--- src/rtl/ram_dma.sv ---
// ram_dma: single-channel byte DMA engine for a synchronous RAM.
//
// Copies len bytes from src_addr to dst_addr (mode=0), or fills len bytes at
// dst_addr with fill_value (mode=1). Addresses wrap modulo 2**ram_width.
//
// Optional feature: define RAM_DMA_CHECKSUM_EN to add the checksum output,
// the 8-bit wrapping sum of every byte written by the current transfer.
//
// Ports
//   clk             rising-edge clock
//   rst             synchronous active-high reset
//   start           transfer request, only honoured in IDLE
//   mode            0 = copy, 1 = fill
//   src_addr        copy source base address
//   dst_addr        destination base address
//   len             byte count, 0 .. 2**ram_width
//   fill_value      fill byte
//   ram_data_read   RAM read data, valid the cycle after ram_re
//   busy            transfer in progress
//   done            one-cycle completion pulse
//   ram_re, ram_we  RAM read / write enables (never both high)
//   ram_addr        RAM address
//   ram_data_write  RAM write data
//   checksum        sum of written bytes (RAM_DMA_CHECKSUM_EN only)
//
// State  | meaning
// -------+--------------------------------------------------------------
// IDLE   | waiting for start; outputs idle, address/data hold
// RD     | ram_re high at the current source address
// WR     | ram_we high at the current destination, data from the RAM read
// FILL   | ram_we high at the current destination with the fill byte
// FIN    | done pulse, busy low; back to IDLE next cycle

module ram_dma #(
    parameter int ram_width = 9
) (
    input  logic                 clk,
    input  logic                 rst,
    input  logic                 start,
    input  logic                 mode,
    input  logic [ram_width-1:0] src_addr,
    input  logic [ram_width-1:0] dst_addr,
    input  logic [ram_width:0]   len,
    input  logic [7:0]           fill_value,
    input  logic [7:0]           ram_data_read,
    output logic                 busy,
    output logic                 done,
    output logic                 ram_re,
    output logic                 ram_we,
    output logic [ram_width-1:0] ram_addr,
    output logic [7:0]           ram_data_write
`ifdef RAM_DMA_CHECKSUM_EN
    ,
    output logic [7:0]           checksum
`endif
);

    localparam logic [ram_width-1:0] ADDR_ONE = {{(ram_width-1){1'b0}}, 1'b1};
    localparam logic [ram_width:0]   CNT_ONE  = {{ram_width{1'b0}}, 1'b1};

    typedef enum logic [2:0] {
        IDLE = 3'd0,
        RD   = 3'd1,
        WR   = 3'd2,
        FILL = 3'd3,
        FIN  = 3'd4
    } state_t;

    state_t               state;
    logic [ram_width-1:0] src_ptr;
    logic [ram_width-1:0] dst_ptr;
    logic [ram_width:0]   remaining;
    logic [7:0]           wdata_q;
    logic                 wr_pass;

    // The read byte only arrives in the write cycle itself, so during WR the
    // write data is forwarded straight from the RAM; wdata_q captures it so the
    // bus keeps its last value afterwards. Every other cycle drives the register.
    assign ram_data_write = wr_pass ? ram_data_read : wdata_q;

    always_ff @(posedge clk) begin
        if (rst) begin
            state     <= IDLE;
            busy      <= 1'b0;
            done      <= 1'b0;
            ram_re    <= 1'b0;
            ram_we    <= 1'b0;
            ram_addr  <= '0;
            wdata_q   <= '0;
            wr_pass   <= 1'b0;
            src_ptr   <= '0;
            dst_ptr   <= '0;
            remaining <= '0;
        end else begin
            case (state)
                IDLE: begin
                    done <= 1'b0;
                    if (start) begin
                        remaining <= len;
                        if (len == '0) begin
                            state <= FIN;
                            done  <= 1'b1;
                        end else if (mode) begin
                            state    <= FILL;
                            busy     <= 1'b1;
                            ram_we   <= 1'b1;
                            ram_addr <= dst_addr;
                            dst_ptr  <= dst_addr + ADDR_ONE;
                            wdata_q  <= fill_value;
                        end else begin
                            state    <= RD;
                            busy     <= 1'b1;
                            ram_re   <= 1'b1;
                            ram_addr <= src_addr;
                            src_ptr  <= src_addr + ADDR_ONE;
                            dst_ptr  <= dst_addr;
                        end
                    end
                end

                RD: begin
                    state    <= WR;
                    ram_re   <= 1'b0;
                    ram_we   <= 1'b1;
                    wr_pass  <= 1'b1;
                    ram_addr <= dst_ptr;
                    dst_ptr  <= dst_ptr + ADDR_ONE;
                end

                WR: begin
                    wdata_q   <= ram_data_read;
                    wr_pass   <= 1'b0;
                    ram_we    <= 1'b0;
                    remaining <= remaining - CNT_ONE;
                    if (remaining == CNT_ONE) begin
                        state <= FIN;
                        busy  <= 1'b0;
                        done  <= 1'b1;
                    end else begin
                        state    <= RD;
                        ram_re   <= 1'b1;
                        ram_addr <= src_ptr;
                        src_ptr  <= src_ptr + ADDR_ONE;
                    end
                end

                FILL: begin
                    remaining <= remaining - CNT_ONE;
                    if (remaining == CNT_ONE) begin
                        state  <= FIN;
                        ram_we <= 1'b0;
                        busy   <= 1'b0;
                        done   <= 1'b1;
                    end else begin
                        ram_addr <= dst_ptr;
                        dst_ptr  <= dst_ptr + ADDR_ONE;
                    end
                end

                FIN: begin
                    done  <= 1'b0;
                    state <= IDLE;
                end

                default: begin
                    state  <= IDLE;
                    busy   <= 1'b0;
                    done   <= 1'b0;
                    ram_re <= 1'b0;
                    ram_we <= 1'b0;
                end
            endcase
        end
    end

`ifdef RAM_DMA_CHECKSUM_EN
    // Cleared only by an accepted start, so the value survives done and FIN.
    always_ff @(posedge clk) begin
        if (rst) begin
            checksum <= '0;
        end else if (state == IDLE && start) begin
            checksum <= '0;
        end else if (ram_we) begin
            checksum <= checksum + ram_data_write;
        end
    end
`endif

endmodule
--- config.mk ---
export PLATFORM = sky130hd
export DESIGN_NAME = ram_dma
export DESIGN_NICKNAME = d
export VERILOG_FILES = /design/src/rtl/ram_dma.sv
export SDC_FILE = /design/constraint.sdc
export NUM_CORES = 1
export LEC_CHECK = 0
export BUFFER_PORTS_ARGS = -buffer_cell sky130_fd_sc_hd__buf_2
export CORE_MARGIN = 10
export CORE_UTILIZATION = 30
export DETAILED_ROUTE_END_ITERATION = 8
export PLACE_DENSITY = 0.58
export SYNTH_ARGS = -nofsm -noshare
export SYNTH_HDL_FRONTEND = slang
export SYNTH_SLANG_ARGS = --single-unit
--- constraint.sdc ---
create_clock -name clk -period 7.7 [get_ports clk]
set_input_delay 0.385 -clock clk [delete_from_list [all_inputs] [get_ports clk]]
set_output_delay 0.385 -clock clk [all_outputs]
set_load 0.05 [all_outputs]
# Word level (Yosys, flattened, before mapping)
# Index checks and enable logic that the tools add are counted.
# W data, S select, Z words.
[totals]
rom_bits = 0
mem_count = 0
output_inout_bits = 21
word_cells = 100
ramBits = 0
latchBits = 0
reg_bits = 53
input_bits = 48
[op_classes]
n_reduce_logical = 20
eq_ne = 13
order_cmp = 0
mul = 0
bitwise_logic = 4
mux = 47
div_mod_pow = 0
add_sub_neg = 5
n_shift = 0
[ops]
columns = ["op", "n"]
rows = [
  ["$mux W9", 13],
  ["$add A9 B1 Y9 const B", 4],
  ["$pmux W9 S4", 1],
  ["$mux W8", 4],
  ["$pmux W9 S3", 1],
  ["$pmux W10 S2", 1],
  ["$reduce_and A5 Y1", 4],
  ["$pmux W9 S2", 1],
  ["$pmux W8 S2", 1],
  ["$ne A2 B2 Y1 const B", 7],
  ["$mux W1", 13],
  ["$mux W3", 4],
  ["$pmux W3 S4", 1],
  ["$reduce_and A4 Y1", 3],
  ["$eq A10 B1 Y1 const B", 1],
  ["$logic_not A10 Y1", 1],
  ["$mux W10", 1],
  ["$sub A10 B1 Y10 const B", 1],
  ["$pmux W1 S3", 3],
  ["$eq A3 B2 Y1 const B", 2],
  ["$reduce_and A2 Y1", 3],
  ["$reduce_bool A2 Y1", 3],
  ["$reduce_or A2 Y1", 3],
  ["$not A1 Y1", 4],
  ["other kinds (9)", 9],
]

# Depth between registers and ports, before layout
# Gate-level depths: netlist of run 1.
[depth]
word_depth = 5
mapped_depth = 12

# Worst setup path after synthesis of run 1
# No wires, ideal clock.
[synth_timing]
path_type = "reg-to-reg"
from = "register state[1]"
to = "register src_ptr[8]"
path_slack_ns = 5.005
stages_incl_launch_ff = 13
required_time_ns = 7.625
t_arrival_ns = 2.620
period_less_slack_ns = 2.695
n_path_buf = 3
cell_sequence = "dfxtp_1 > buf_2 > or3b_4 > clkbuf_1 > clkbuf_1 > nand2_1 > nand2_1 > ha_1 > nand4_1 > or4b_2 > nor2_1 > o22ai_1 > a31oi_1"
[synth_between]
elab_chain_cells = 3
word_cells_on_any_way = 9
classes_between = "eq/ne (5); mux (1); reduce/logical (3)"
[synth_rtl]
columns = ["item", "line", "rtl"]
rows = [
  ["start, declared", "69", "state_t state;"],
  ["start signal, assigned", "83", "state <= IDLE;"],
  ["start signal, assigned", "101", "state <= FIN;"],
  ["start signal, assigned", "104", "state <= FILL;"],
  ["$eq A3 B2 Y1 / $logic_not A3 Y1 (equally long branches)", "95", "case (state)"],
  ["$ne A2 B2 Y1 (no line) / $reduce_bool A2 Y1 (equally long branches)", "-", ""],
  ["$reduce_and A5 Y1 (no line)", "-", ""],
  ["end signal, assigned", "115", "src_ptr <= src_addr + ADDR_ONE;"],
  ["end signal, assigned", "143", "src_ptr <= src_ptr + ADDR_ONE;"],
  ["end, declared", "70", "logic [ram_width-1:0] src_ptr;"],
]
# Parallel ways exist; a longest one is shown, timed or not.
# A chain may end at the register's enable or synchronous reset.

# Worst setup path after layout of run 1
[layout_timing]
from = "register state[0]"
to = "register src_ptr[8]"
# The elaborated chain is that of the path after synthesis.

==> results of run 1 <==
## power by group
group          internal [mW]  switching (mW)
combinational         0.0986           0.184
clock                  0.138           0.105
sequential             0.305          0.0373
## synthesized netlist by cell type (3+ instances only)
master,n,area [um2]
nand3_1,17,85.1
o21ai_0,19,95.1
clkbuf_1,20,75.1
nor3b_1,5,37.5
o21ai_1,3,15.0
xnor2_1,3,26.3
dfxtp_1,53,1060
inv_1,9,33.8
nor4_1,3,18.8
a21o_1,3,22.5
a21oi_1,33,165
a311oi_1,8,70.1
nor2_1,36,135
a211oi_1,8,60.1
o211ai_1,3,22.5
and3_1,7,43.8
o32ai_1,4,35.0
nor2b_1,4,25.0
nand2b_1,5,31.3
nand4_1,4,25.0
a31oi_1,9,56.3
buf_2,5,25.0
mux2i_1,12,120
o21a_1,3,22.5
a22oi_1,3,22.5
ha_1,5,62.6
o22ai_1,15,93.8
a21oi_2,7,61.3
nand2_1,58,218
mux2_2,10,113
xor2_1,7,61.3
a211o_1,3,26.3
nor3_1,15,75.1
a221o_1,8,80.1
nand2_2,7,43.8
or2_2,3,18.8
## path summary, 6_finish.rpt
path                 start     endpoint  cells past startpoint
max               state[0]   src_ptr[8]                      9
min          fill_value[4]   wdata_q[4]                      3
max reg2reg       state[0]   src_ptr[8]                      9
min reg2reg    ram_addr[3]  ram_addr[3]                      2
## area by class of cell
cell class	count	area share [%]
inverter	9	0.820
sequential	53	25.8
multi-input combinational	364	56.4
clock buffer	7	3.71
tap	143	4.35
clock inverter	1	0.122
timing repair buffer	71	8.81
## cells by family (layout without fill, tap and decap cells)
logic type,after synthesis,count (layout)
buffers and inverters,40,88
flip-flops,53,53
AND/OR/NAND/NOR,177,177
adder cells (fa/ha/maj),5,5
AO/OA/AOI/OAI,150,150
multiplexers,22,22
XOR/XNOR,10,10
## flip-flops by register name (all words and copies together), names as in the netlist
| name | count |
|---|---|
| busy | 1 |
| dst_ptr | 9 |
| wdata_q | 8 |
| wr_pass | 1 |
| remaining | 10 |
| ram_addr | 9 |
| ram_we | 1 |
| done | 1 |
| state | 3 |
| ram_re | 1 |
| src_ptr | 9 |
## per-stage QoR
step	hold slack, ps	util, %	total power [mW]
after floorplan	458	-	0.556
after global placement	452	34.4	0.627
after detailed placement	458	34.4	0.630
after CTS	355	35.8	0.873
after global routing	356	35.8	0.916
final	355	35.8	0.868
## metal layers
layer  GRT usage, %  vias up  routed length [um]  share of wire, %
met5              0        -                   0                 0
met4           4.62        0                 224               2.0
met3           2.75       14                 775               6.9
met2           20.9      129                5030                45
met1           17.0     1766                5140                46
li1               -     1799                   -                 -
## worst register-to-register path, cell delays in order (launching register included)
cell     delay (ps)
dfxtp_1         810
or3b_4          450
nand2_1         100
nand2_1          90
ha_1            200
nand4_1         130
or4b_2          650
nor2_1          110
o22ai_1          80
a31oi_1         190
==> impl_results.md, run 1 <==
* Cell family with most CP delay: simple AND/OR/NAND/NOR gates
* Slowest cell delay on critical path at about 800 ps
* DR WL/cell at 17.2 um
* Hold-fix buffers, CTS at 0
* Routability cong. at between 0.8 and 0.9
* Layout cell share with drive strength beyond 1 at 23.4%
* XOR/XNOR share of the synthesized area at 2.46%
* Htree depth at 2
* Mux cell area share after synthesis at 6.54%
* Antenna Nets Post-Route at 0
* Leak at between 1.5 and 2 nW
* Largest family of logic cells by synthesized area: compound AO/OA/AOI/OAI gates
* IO buf count at a little under 70
* Slew Limit Fails at 0
* CP most frequent cell: nand2_1
* Multi-input gate area at 2320 um2
* Hold Path Class: input pin to flip-flop
* Dpl ws at ~4800 ps
* Least-Margin Pin Slew at 1050 ps
* Startpoint type of the worst setup path: flip-flop
* Worst Setup End Kind: flip-flop
* Most frequent cells in the layout: buf_2 (68), nand2_1 (58), dfxtp_1 (53)
* FFs w/ async S/R, synth at 0%
* Most common cell after layout, fill and taps aside: buf_2
* Period utilization at ~38%
* # rows at 39
* Syn Inst Count at 457
* Vias in the first global route at 3428
* Max_slew headroom at 29.8%
* Seq/Total Area, Yosys at 29.8%
* Critical path cell sequence: or3b_4 -> nand2_1 -> nand2_1 -> ha_1 -> nand4_1 -> or4b_2 -> nor2_1 -> o22ai_1 -> a31oi_1
* Cells after DPL at 640
* Largest net degree at the start of global routing at 58
* R2R Setup Slk at between 4000 and 5000 ps
* Syn_nets at between 500 and 600
* Antenna diodes at 0
* Tmin final at 2890 ps
* CTS Buf Count at 5
* Predominant post-synthesis flop cell: dfxtp_1
* Vias at 3708
* Setup CP Type: flip-flop to flip-flop
* WP data required at 7910 ps
* Core area at ~12000 um2
* # setup viols final at 0
* Total die area at 16600 um2
* Max FO, Critical Path at 23
* Synth Area in Simple Gates at between 20% and 30%
* CTS tree: done
* Fin cells at 648
* WP buf/inv at 0
* Max Clk Rate at ~350 MHz
* Max_cap viols at 0
* Final TNS setup at 0 ps
* Final hold vios at 0
* Number of DRC markers in iteration 0 at 211
* GRT overflow at 0
* Synthesized area per cell at slightly below 8 um2
* RSZ-0062 raised after global routing: no
* Compound-Gate Fraction of Synth Area at 29.8%
* DRT Pass-1 Iters at 5
* Placed inst area at 3960 um2
* # DRC at 0
* Critical-path top delay cell: dfxtp_1
* Status: completed
* Final Skew at 7.14 ps
* Design Area, Final at 4120 um2
* Adder-Cell Fraction of Synth Area at under 10%
* Via density at roughly 5.7
* First-pass GRT wire length at around 18000 um
* Worst skew pair latency at 290 ps
* Final worst slack at 4810 ps
* Die W at 129 um
* Placed wire-length estimate at around 8300 um
* Fillers at 1209
* Yosys reg bits at 53
* Synth unique cells at 70
* Root Buffer: clkbuf_16
* VDD IR max at between 90 and 100 uV
* Initial antenna violation count at 0
* Die Height at 129 um
* Initial Utilization at 30.9%
* Net count, final at roughly 560
* Clk buf depth at 2
* Post-synth EDFFs at 0
* Pwr Density at 211 nW/um2
* Clk sink count at between 50 and 60
* CP Data Arrival Time at 3100 ps
* Sequential cell area at 1060 um2
* Final wirelength at 11200 um
* Post CTS Setup Buffer Count at 0
* Number of instances resized during post-cts repair at 0
* Mapped Area at approximately 3600 um2
* Area Overhead vs Synth at 15.8%
* Warnings, synthesis at 0
* Reg clk slew, reported paths at 70 ps
* Total track usage at between 10% and 20%
* I/O pin count at 69
Note: power is estimated with default switching activity, not from simulation.
==> inputs of run 2 (changes only) <==
clock period = 2.7 ns   (was 7.7 ns; I/O delays follow)
==> run 2 against run 1 <==
Power increased to 3.0 times the previous value. First-iteration DRC count rose by 7.6%. Critical path depth did not move. Global-route usage is 0.25 points higher. Hold slack worse by 240 ps. Clock-buffer cell count stayed put. Routed wire length is 0.17% higher. Sequential share of layout area decreased by 0.51 points. Largest power group unchanged.
==> impl_results.md, run 2 (synthesized netlist as in run 1, its figures left out) <==
* CP most frequent cell: nand2_1 (unchanged)
* Die W at 129 um (unchanged)
* Antenna Nets Post-Route at 0 (unchanged)
* I/O pin count at 69 (unchanged)
* Worst hold endpoint: wdata_q[4] (unchanged)
* Total track usage at 13.3% (was 13.1%)
* Fillers at 1219 (was 1209)
* Critical path cell sequence: nor3b_2 -> nand2_1 -> nand2_1 -> ha_1 -> nand4_1 -> or4b_2 -> nor2_1 -> o22ai_1 -> a31oi_1 (was or3b_4 -> nand2_1 -> nand2_1 -> ha_1 -> nand4_1 -> or4b_2 -> nor2_1 -> o22ai_1 -> a31oi_1)
* Initial Utilization at 30.9% (unchanged)
* # setup viols final at 0 (unchanged)
* Final Skew at 3.98 ps (was 7.14 ps)
* Number of DRC markers in iteration 0 at 227 (was 211)
* Htree depth at 2 (unchanged)
* WP data required at 2920 ps (was 7910 ps)
* Slowest cell delay on critical path at 640 ps (was 810 ps)
* Pwr Density at 610 nW/um2 (was 211 nW/um2)
* Hold depth at 3 (unchanged)
* Max_cap viols at 0 (unchanged)
* Final worst slack at 446 ps (was 4810 ps)
* Hold wc startpoint: fill_value[4] (unchanged)
* Setup CP Type: flip-flop to flip-flop (unchanged)
* Clk sink count at 53 (unchanged)
* GRT overflow at 0 (unchanged)
* Leak at 1.64 nW (was 1.59 nW)
* DRT Pass-1 Iters at 5 (unchanged)
* Routability cong. at 0.826 (was 0.845)
* Hold-fix buffers, CTS at 0 (unchanged)
* Final TNS setup at 0 ps (unchanged)
* R2r startpoint: state[2] (was state[0])
* Max layer used: met4 (unchanged)
* Met1 Wirelength at 5170 um (was 5140 um)
* Worst skew pair latency at 290 ps (about the same)
* # rows at 39 (unchanged)
* CTS Buf Count at 5 (unchanged)
* Largest net degree at the start of global routing at 39 (was 58)
* RSZ-0062 raised after global routing: no (unchanged)
* Total die area at 16600 um2 (unchanged)
* Via density at 5.67 (was 5.72)
* Reg clk slew, reported paths at 70 ps (about the same)
* DR WL/cell at 17.0 um (was 17.2 um)
* Reg2reg path depth at 9 (unchanged)
* Net count, final at 566 (was 557)
* Die Height at 129 um (unchanged)
* Final hold vios at 0 (unchanged)
* Tmin final at 2250 ps (was 2890 ps)
* Least-Margin Pin Slew at 1050 ps (about the same)
* Status: completed (unchanged)
* Max FO, Critical Path at 4 (was 23)
* Vias in the first global route at 3600 (was 3428)
* Layout cell share with drive strength beyond 1 at 24.5% (was 23.4%)
* Crit Reg-Reg Endpoint: src_ptr[8] (unchanged)
* Antenna diodes at 0 (unchanged)
* Initial antenna violation count at 1 (was 0)
* Core area at 11500 um2 (unchanged)
* Dpl ws at 477 ps (was 4840 ps)
* Vias at 3726 (was 3708)
* Final wirelength at 11200 um (about the same)
* Metal2 WL at 5130 um (was 5030 um)
* R2R Setup Slk at 450 ps (was 4810 ps)
* Most flops, register: remaining (unchanged)
* Largest register FFs at 10 (unchanged)
* Startpoint type of the worst setup path: flip-flop (unchanged)
* IO buf count at 68 (unchanged)
* Root Buffer: clkbuf_16 (unchanged)
* First-pass GRT wire length at 18500 um (was 17800 um)
* Max Clk Rate at 444 MHz (was 346 MHz)
* Number of instances resized during post-cts repair at 0 (unchanged)
* Post CTS Setup Buffer Count at 0 (unchanged)
* Tot Pwr at 2.56 mW (was 0.868 mW)
* CTS tree: done (unchanged)
* WL met3 at 733 um (was 775 um)
* # DRC at 0 (unchanged)
* Placed wire-length estimate at 8410 um (was 8250 um)
* Area Overhead vs Synth at 18.1% (was 15.8%)
* Most frequent cells in the layout: buf_2 (68), nand2_1 (58), dfxtp_1 (53) (unchanged)
* Worst Setup End Kind: flip-flop (unchanged)
* Slew Limit Fails at 0 (unchanged)
* Most common cell after layout, fill and taps aside: buf_2 (unchanged)
* Clk buf depth at 2 (unchanged)
* Period utilization at 83.5% (was 37.5%)
* VDD IR max at 226 uV (was 95.7 uV)
* Max_slew headroom at 30.2% (was 29.8%)
* Critical-path top delay cell: or4b_2 (was dfxtp_1)
* CP Data Arrival Time at 2470 ps (was 3100 ps)
* Hold Path Class: input pin to flip-flop (unchanged)
[run 2: cell types whose count changed in the layout (fill, tap and decap cells not counted)]
cell	previous run	this run
buf_4	3	12
bufinv_16	0	1
clkbuf_1	0	1
clkbuf_8	2	1
clkinv_2	1	0
[run 2: layout make-up]
class	instances	area [um2]	area share (%)
inverters	9	33.8	0.804
clock inverters	1	30.0	0.715
clock buffers	7	143	3.40
flip-flops and latches	53	1060	25.3
well taps	143	179	4.26
repair buffers	80	430	10.2
multi-input cells	364	2320	55.3
[run 2: how the worst max path moves through the flow]
stage	start	end	slack, ps	depth (start not counted)
2_1_floorplan	state[1]	src_ptr[8]	5	12
3_3_place_gp	mode	wdata_q[0]	550	5
3_5_place_dp	state[2]	src_ptr[8]	480	9
4_1_cts	state[2]	src_ptr[8]	440	9
5_1_grt	state[1]	src_ptr[8]	260	9
6_report	state[2]	src_ptr[8]	450	9
[run 2: stage by stage]
stage / instances / instance area [um2] / util, % / hold WS (ps)
floorplan: 457 / 3560 / - / 294
global placement: 649 / 4030 / 35.0 / 412
detailed placement: 649 / 4030 / 35.0 / 414
CTS: 657 / 4200 / 36.5 / 111
global route: 657 / 4200 / 36.5 / 122
finish: 657 / 4200 / 36.5 / 114
[run 2: critical path, delay by kind of cell (launching register included)]
kind	cells	cell delay [ps]
AO/OA/AOI/OAI	2	270
AND/OR/NAND/NOR	6	1370
adder cells (fa/ha/maj)	1	210
flip-flops	1	340
[run 2: layer usage]
metal | global-route usage, % | up-vias
met5 | 0 | -
met4 | 3.81 | 0
met3 | 3.04 | 11
met2 | 22.0 | 127
met1 | 17.0 | 1767
li1 | - | 1821
[run 2: report_power, final]
part | internal, mW | leakage [nW] | switching (mW)
clock network | 0.464 | 0.0841 | 0.295
registers | 0.870 | 0.437 | 0.0942
logic | 0.301 | 1.12 | 0.541
total | 1.63 | 1.64 | 0.930
==> inputs of run 3 (changes only) <==
PLACE_DENSITY = 0.59   (was 0.58)
clock period = 1.9 ns   (was 2.7 ns; I/O delays follow)
==> run 3 against run 2 <==
The flow now finishes with violations (negative setup slack). Die area is the same. Final area grew 12%. Utilization grew 4.3 points. Cell count grew 6.7%. Critical path depth grew 1. Non-clock buffer count grew 44. Clock-buffer cell count shrank 1. Register-to-register slack lost 620 ps.
==> impl_results.md, run 3 (synthesized netlist as in run 1, its figures left out) <==
* Least-Margin Pin Slew at 819 ps (was 1050 ps)
* Met1 GRT Util at 17.2% (was 17.0%)
* Max Clk Rate at 483 MHz (was 444 MHz)
* Total track usage at 13.6% (was 13.3%)
* Total die area at 16600 um2 (unchanged)
* Status: complete, but fails checks (was completed)
* Number of DRC markers in iteration 0 at 268 (was 227)
* CTS Buf Count at 5 (unchanged)
* Most frequent cells in the layout: buf_2 (68), nand2_1 (53), buf_4 (52) (was buf_2 (68), nand2_1 (58), dfxtp_1 (53))
* WP data required at 2120 ps (was 2920 ps)
* Final worst slack at -171 ps (was 446 ps)
* IO buf count at 68 (unchanged)
* Antenna Nets Post-Route at 0 (unchanged)
* Design Area, Final at 4690 um2 (was 4200 um2)
* Sequential cell area at 1070 um2 (was 1060 um2)
* Most flops, register: remaining (unchanged)
* VDD IR max at 329 uV (was 226 uV)
* Initial Utilization at 30.9% (unchanged)
* Tot Pwr at 3.74 mW (was 2.56 mW)
* Root Buffer: clkbuf_16 (unchanged)
* Design internal power at 2.34 mW (was 1.63 mW)
* Grt met3 use at 2.96% (was 3.04%)
* Final hold vios at 0 (unchanged)
* Hold Path Class: input pin to flip-flop (unchanged)
* Max_slew headroom at 45.4% (was 30.2%)
* Switching Fraction at 37.4% (was 36.3%)
* GRT overflow at 0 (unchanged)
* Antenna diodes at 0 (unchanged)
* Die W at 129 um (unchanged)
* Failing checks: negative setup slack
* Reg clk slew, reported paths at 80 ps (was 70 ps)
* Via density at 5.55 (was 5.67)
* Part of the power in combinational logic at 38.5% (was 32.8%)
* Final wirelength at 11900 um (was 11200 um)
* Sequential share of power at 36.4% (was 37.6%)
* Final Skew at 11.7 ps (was 3.98 ps)
* # DRC at 0 (unchanged)
* Clock share of power at 25.1% (was 29.6%)
* Initial antenna violation count at 0 (was 1)
* Gr busiest metal: met2 (unchanged)
* Area Overhead vs Synth at 32.0% (was 18.1%)
* Routability cong. at 0.891 (was 0.826)
* CTS tree: done (unchanged)
* Cells after DPL at 686 (was 649)
* Largest register FFs at 10 (unchanged)
* Multi-input gate area at 2460 um2 (was 2320 um2)
* Max FO, Critical Path at 4 (unchanged)
* Fin cells at 701 (was 657)
* Placed wire-length estimate at 8650 um (was 8410 um)
* Hold depth at 3 (unchanged)
* Net Switching at 1.40 mW (was 0.930 mW)
* DR WL/cell at 17.0 um (about the same)
* Slew Limit Fails at 0 (unchanged)
* Startpoint type of the worst setup path: flip-flop (unchanged)
* Fin Hold WS at 56.8 ps (was 114 ps)
* # setup viols final at 2 (was 0)
* Hold-fix buffers, CTS at 0 (unchanged)
* CP Data Arrival Time at 2290 ps (was 2470 ps)
* Layout cell share with drive strength beyond 1 at 34.9% (was 24.5%)
* DRT Pass-1 Iters at 4 (was 5)
* Vias at 3894 (was 3726)
* Die Height at 129 um (unchanged)
* Pwr Density at 797 nW/um2 (was 610 nW/um2)
* Leak at 1.87 nW (was 1.64 nW)
* Core area at 11500 um2 (unchanged)
* Setup CP Type: flip-flop to flip-flop (unchanged)
* RSZ-0062 raised after global routing: yes (was no)
* Period utilization at 109% (was 83.5%)
* Reg2reg path depth at 10 (was 9)
* Largest net degree at the start of global routing at 40 (was 39)
* # rows at 39 (unchanged)
* I/O pin count at 69 (unchanged)
* Clk sink count at 53 (unchanged)
* Net count, final at 611 (was 566)
* M2 GR Usage at 22.6% (was 22.0%)
* Clk buf depth at 2 (unchanged)
* Worst Setup End Kind: flip-flop (unchanged)
* Vias in the first global route at 3844 (was 3600)
* Fillers at 1201 (was 1219)
* Most common cell after layout, fill and taps aside: buf_2 (unchanged)
* First-pass GRT wire length at 18800 um (was 18500 um)
* Tmin final at 2070 ps (was 2250 ps)
* Htree depth at 2 (unchanged)
* Worst skew pair latency at 300 ps (was 290 ps)
* Placed inst area at 4370 um2 (was 4030 um2)
* Max_cap viols at 0 (unchanged)
## run 3: cell count changes in the layout (fill, tap and decap cells not counted), sizes merged
cell,change
a21o,+1
clkinvlp,+1
buf,+44
bufinv,-1
clkbuf,-1
## run 3: power groups by stage
stage / clock, mW / sequential [mW] / combinational, mW
after floorplan: 0 / 1.47 / 0.802
after global placement: 0 / 1.37 / 1.34
after detailed placement: 0 / 1.37 / 1.36
after CTS: 0.970 / 1.35 / 1.39
after global routing: 1.01 / 1.38 / 1.56
final: 0.940 / 1.36 / 1.44
## run 3: timing repair
| item | CTS | global route |
|---|---|---|
| resized for setup | 9 | 25 |
| pin swaps | 9 | 7 |
| setup buffers | 6 | 1 |
| cloned | 0 | 1 |
| endpoints found under the setup margin | 26 | 27 |
## run 3: metrics by stage
stage | utilization, % | setup WS (ps) | TNS (ps)
finish | 40.8 | -171 | -252
global route | 40.8 | -208 | -560
CTS | 39.9 | -79.0 | -143
detailed placement | 37.9 | -136 | -1200
global placement | 37.9 | -64.9 | -693
floorplan | - | -311 | -571
## run 3: cell type report
cell class,instances,share of cell area [%]
inverters,9,0.720
multi-input cells,365,52.5
clock buffers,6,2.96
clock inverters,1,0.160
flip-flops and latches,53,22.8
repair buffers,124,17.1
well taps,143,3.81
## run 3: worst paths after layout
path / to / slack [ps] / from
worst max-delay path: src_ptr[0] / -170 / state[2]
worst min-delay path: wdata_q[6] / 60 / fill_value[6]
worst min register to register: ram_addr[7] / 460 / ram_addr[7]
worst max register to register: src_ptr[0] / -170 / state[2]
## run 3: worst max-delay path, cell delays in order (launching register included)
cell and delay [ps]:
dfxtp_4 360, or3b_4 430, nand2_2 120, nand2_4 60, buf_4 130, buf_4 120, buf_4 120, buf_4 130
buf_4 130, or2_2 300, a21oi_2 120
## run 3: layer usage
layer	routed length, um	part of all wire [%]
met4	214	1.8
met1	5480	46
met3	744	6.2
met5	0	0
met2	5510	46
